**config.mk**
```make
export PLATFORM = sky130hd
export DESIGN_NAME = gcd_sched
export DESIGN_NICKNAME = d
export VERILOG_FILES = /design/src/rtl/gcd_sched.sv
export SDC_FILE = /design/constraint.sdc
export NUM_CORES = 1
export LEC_CHECK = 0
export BUFFER_PORTS_ARGS = -buffer_cell sky130_fd_sc_hd__clkbuf_2
export CAP_MARGIN = 5
export CORE_ASPECT_RATIO = 1.5
export CORE_MARGIN = 2
export CORE_UTILIZATION = 25
export DETAILED_ROUTE_END_ITERATION = 8
export GPL_ROUTABILITY_DRIVEN = 0
export PLACE_DENSITY = 0.43
export SYNTH_ARGS = -nofsm -noshare
export SYNTH_HDL_FRONTEND = slang
export SYNTH_SLANG_ARGS = --single-unit
```
**constraint.sdc**
```tcl
create_clock -name clk -period 4.1 [get_ports clk]
set_clock_uncertainty 0.15 [all_clocks]
set_input_delay 0.82 -clock clk [delete_from_list [all_inputs] [get_ports clk]]
set_output_delay 0.82 -clock clk [all_outputs]
set_load 0.01 [all_outputs]
```
**src/rtl/gcd_sched.sv**
```systemverilog
// gcd_sched: two-port round-robin scheduler sharing a single subtractive gcd unit
// Optional feature: define GCD_SCHED_ZERO_BYPASS_EN to finish zero-operand jobs without the gcd unit.

module gcd_unit #(
    parameter int W = 8
) (
    input  logic         clk,
    input  logic         reset,
    input  logic         ld,
    input  logic [W-1:0] a,
    input  logic [W-1:0] b,
    output logic [W-1:0] q,
    output logic         rdy
);
    logic [W-1:0] x, y;

    // Euclid by subtraction: keep x >= y by swapping, finish when y reaches zero
    always_ff @(posedge clk or posedge reset) begin
        if (reset) begin
            x   <= '0;
            y   <= '0;
            rdy <= 1'b1;
        end else if (ld) begin
            x   <= a;
            y   <= b;
            rdy <= 1'b0;
        end else if (!rdy) begin
            if (y == '0)
                rdy <= 1'b1;
            else if (x >= y)
                x <= x - y;
            else begin
                x <= y;
                y <= x;
            end
        end
    end

    assign q = x;
endmodule

module gcd_sched #(
    parameter int W = 8
) (
    input  logic         clk,
    input  logic         reset_n,
    input  logic         req0,
    input  logic         req1,
    input  logic [W-1:0] a0,
    input  logic [W-1:0] b0,
    input  logic [W-1:0] a1,
    input  logic [W-1:0] b1,
    output logic         gnt0,
    output logic         gnt1,
    output logic         done0,
    output logic         done1,
    output logic [W-1:0] q0,
    output logic [W-1:0] q1,
    output logic         busy,
    output logic [15:0]  jobs
);
    typedef enum logic [1:0] {IDLE, LOAD, BUSY, DONE} state_t;

    state_t       state, state_nx;
    logic         any, sel, byp, gnt, take, ld, first, port, last, gcd_reset, gcd_rdy;
    logic [W-1:0] la, lb, gcd_q;

    assign any       = req0 | req1;
    assign sel       = (req0 & req1) ? ~last : req1;
    assign gnt       = gnt0 | gnt1;
    assign ld        = state == LOAD;
    assign take      = state == BUSY && !first && gcd_rdy;
    assign busy      = state != IDLE;
    assign gcd_reset = ~reset_n;

`ifdef GCD_SCHED_ZERO_BYPASS_EN
    assign byp = sel ? (a1 == '0 || b1 == '0) : (a0 == '0 || b0 == '0);
`else
    assign byp = 1'b0;
`endif

    gcd_unit #(.W(W)) u_gcd (
        .clk   (clk),
        .reset (gcd_reset),
        .ld    (ld),
        .a     (la),
        .b     (lb),
        .q     (gcd_q),
        .rdy   (gcd_rdy)
    );

    // State register
    always_ff @(posedge clk or negedge reset_n) begin
        if (!reset_n)
            state <= IDLE;
        else
            state <= state_nx;
    end

    // Next state and grant; grants are held off while reset is asserted
    always_comb begin
        state_nx = state;
        gnt0     = 1'b0;
        gnt1     = 1'b0;
        case (state)
            IDLE: if (any && reset_n) begin
                state_nx = byp ? DONE : LOAD;
                gnt0     = !sel;
                gnt1     = sel;
            end
            LOAD:    state_nx = BUSY;
            BUSY:    if (take) state_nx = DONE;
            default: state_nx = IDLE;
        endcase
    end

    // Operand latch, result capture, done pulses, job count and round-robin pointer
    always_ff @(posedge clk or negedge reset_n) begin
        if (!reset_n) begin
            la    <= '0;
            lb    <= '0;
            port  <= 1'b0;
            last  <= 1'b1;
            first <= 1'b0;
            q0    <= '0;
            q1    <= '0;
            done0 <= 1'b0;
            done1 <= 1'b0;
            jobs  <= '0;
        end else begin
            first <= state == LOAD;
            done0 <= state == DONE && !port;
            done1 <= state == DONE && port;
            if (gnt) begin
                la   <= sel ? a1 : a0;
                lb   <= sel ? b1 : b0;
                port <= sel;
            end
            if (gnt && byp) begin
                if (sel)
                    q1 <= a1 | b1;
                else
                    q0 <= a0 | b0;
            end
            if (take) begin
                if (port)
                    q1 <= gcd_q;
                else
                    q0 <= gcd_q;
            end
            if (state == DONE) begin
                jobs <= jobs + 16'd1;
                last <= port;
            end
        end
    end
endmodule

```
==> results_dict.tcl <==
set metrics [dict create \
    period_share_pct 67.7 \
    grtUsageTotal_pct 12.8 \
    netlist_area_um2 3670 \
    start_util_pct 25.4 \
    grt-ovfl-total 0 \
    p_seq_share_pct 32.9 \
    use_met1_pct 14.4 \
    cts_resized 0 \
    place_ws_ns 1.31 \
    tritoncts "yes" \
    cp.arrival_ns 2.83 \
    fin_tns_setup_ns 0 \
    comb_power_share_pct 47.1 \
    synthTopCellsByArea "dfrtp_1 48%, mux2i_1 8.2%, mux2_2 5.2%" \
    setup_slack_ns 1.33 \
    synth_top_cell_by_area "dfrtp_1" \
    period_needed_ns 2.77 \
    yosys_warnings 0 \
    clockRootBuffer "clkbuf_16" \
    rsz0062_at_grt "false" \
    powerDensity_nw_per_um2 825 \
    cts_num_sinks 72 \
    synth-edff-count 0 \
    fin_area_um2 4520 \
    power_frac_clock_pct 20.1 \
    maxCapViolCount 0 \
    grt.busiest_layer "met2" \
    drc_errors 0 \
    ant_nets 0 \
    r2r_start "u_gcd.q[0]$_DFFE_PN0P_" \
    crit_fanout 8 \
    async_flop_share_pct 100 \
    place_area_um2 4240 \
    worst_pin_slew_ns 0.922 \
    synth.yosys.seq_area_share_pct 49.2 \
    fmax_mhz 361 \
    synth_top_area_share_pct 47.7 \
    grt_antenna_before_repair 0 \
    final_core_util_pct 31.3 \
    multi_input_area_um2 1740 \
    drt_iter0_markers 105 \
    relSlewSlack_pct 38.5 \
    leakage_nw 2.18 \
    via_per_inst 4.47 \
    synth_cell_types 52 \
    grt_max_degree 73 \
    ys_seq_elements 72 \
    portBuffers 72 \
    ioPinCount 73 \
    grt_pass1_wl_mm 15.4 \
    clock_path_buffers 2 \
    worst_hold_path.endpoint "jobs[15]$_DFFE_PN0N_" \
    end_kind "register" \
    crit_required_ns 4.16 \
    clock_latency_ns 0.33 \
    routedWlPerCell_um 14.9 \
    rows 54 \
    syn_area_per_cell_um2 10.8 \
    ctsHoldBuffers 0 \
    whs_path_depth 1 \
    antennaDiodeCount 0 \
    reg2reg_to "u_gcd.y[5]$_DFFE_PN0P_" \
    cp-start-kind "register" \
    sw_frac_of_total_pct 39.9 \
    synthFlopType "dfrtp_1" \
    place_hpwl_mm 6.94 \
    setup_viol 0 \
    drv_slew 0 \
    h-tree-depth 3 \
    r2r_slack_ns 1.33 \
    core-area_um2 14500 \
    ff2ff_path_depth 9 \
    drt-total-wl_mm 9.13 \
    final-hold-violation-count 0 \
    firstDrtPassIters 4 \
    area_delta_synth_final_pct 23.3 \
    grt_use_met3_pct 3.03 \
    use_met2_pct 22.9 \
    yosys.cell_count.top_type "dfrtp_1" \
    synthCells 339 \
    nNetsFinal 463 \
    critPathKind "reg -> reg" \
    grt_pass1_vias 2899 \
    die_h_um 152 \
    hold_class "reg -> reg" \
    dieArea_um2 15700 \
    clk_pin_slew_ns 0.06 \
    synthesis.nets 389 \
    synth_common_cells "70 x dfrtp_1, 50 x nand2_1, 30 x mux2i_1" \
    layout-drive-gt1-share_pct 28.5 \
    p_int_mw 2.24 \
    fillers 1593 \
    total_power_mw 3.73 \
    vias 2745 \
    p_switching_mw 1.49 \
    status "completed" \
    cts_buffers 9 \
    seqCellArea_um2 1800 \
    hold_start "jobs[15]$_DFFE_PN0N_" \
    ir_worst_vdd_v 0.000273 \
    post_cts_buffers 0 \
    die_w_um 103 \
]
[critical path: stages, from the launching register on]
cell	delay [ns]
dfrtp_1	0.40
inv_1	0.09
ha_1	0.16
inv_1	0.05
fa_1	0.42
nand3_1	0.11
a31oi_1	0.18
a2111oi_4	0.73
mux2i_1	0.28
o21ai_1	0.08
[worst max-delay path by stage]
stage          slack (ns)                endpoint              startpoint
2_1_floorplan        1.35                    gnt0                    req1
3_3_place_gp         1.34  u_gcd.y[0]$_DFFE_PN0P_  u_gcd.q[0]$_DFFE_PN0P_
3_5_place_dp         1.31  u_gcd.y[5]$_DFFE_PN0P_  u_gcd.q[0]$_DFFE_PN0P_
4_1_cts              1.29  u_gcd.y[7]$_DFFE_PN0P_  u_gcd.q[0]$_DFFE_PN0P_
5_1_grt              1.11  u_gcd.y[5]$_DFFE_PN0P_  u_gcd.q[0]$_DFFE_PN0P_
6_report             1.33  u_gcd.y[5]$_DFFE_PN0P_  u_gcd.q[0]$_DFFE_PN0P_
[logic make-up after synthesis]
kind of cell,share of synthesized area [%]
xor gates and xnor gates,4.53
DFF,49.2
and+or+nand+nor,12.3
AOI/OAI and AO/OA,11.9
buffers and inverters,3.65
muxes,13.4
adders and majority gates,4.98
[final cells by class]
cell class / instances / share of cell area [%]
Tap cell: 196 / 5.42
Sequential cell: 72 / 39.9
Timing Repair Buffer: 76 / 8.63
Multi-Input combinational cell: 238 / 38.4
Clock buffer: 14 / 6.06
Inverter: 16 / 1.33
Clock inverter: 2 / 0.304
[layout by cell type (no fill, tap or decap), drive strengths merged, types with 2 or more instances in the layout]
cell / instances
nand3: 9
nand3b: 2
buf: 5
nand2: 50
a211oi: 2
ha: 13
clkinv: 2
xor2: 6
mux2i: 30
and2b: 2
xnor2: 13
o221ai: 6
o21ai: 28
nand4b: 2
and3: 4
a21oi: 13
dfrtp: 70
inv: 16
nor2: 9
clkbuf: 85
nand2b: 3
nand4: 5
mux2: 17
nor2b: 3
dfstp: 2
[sequential cells by signal, indices dropped and copies added, names as in the netlist]
name       cells
done0          1
done1          1
first          1
jobs          16
la             8
last           1
lb             8
port           1
q0             8
q1             8
state          2
u_gcd.q        8
u_gcd.rdy      1
u_gcd.y        8
[routing by layer]
layer / wire, um / vias to the layer above / share of wire, %
met5: 0 / - / 0
met4: 142 / 0 / 1.6
met3: 347 / 8 / 3.8
met2: 5080 / 59 / 56
met1: 3560 / 1341 / 39
li1: - / 1337 / -
[power groups by stage]
| stage | sequential (mW) | combinational (mW) | clock, mW |
|---|---|---|---|
| final | 1.23 | 1.75 | 0.749 |
| after CTS | 1.24 | 1.78 | 0.773 |
| after global placement | 1.24 | 1.76 | 0 |
| after floorplan | 1.20 | 1.31 | 0 |
| after global routing | 1.28 | 1.97 | 0.803 |
| after detailed placement | 1.25 | 1.77 | 0 |
[per-stage QoR]
| step | hold WS, ns | cells |
|---|---|---|
| after floorplan | 0.300 | 339 |
| after global placement | 0.316 | 598 |
| after detailed placement | 0.313 | 598 |
| after CTS | 0.326 | 614 |
| after global routing | 0.336 | 614 |
| final | 0.319 | 614 |
Note: power is estimated with default switching activity, not from simulation.
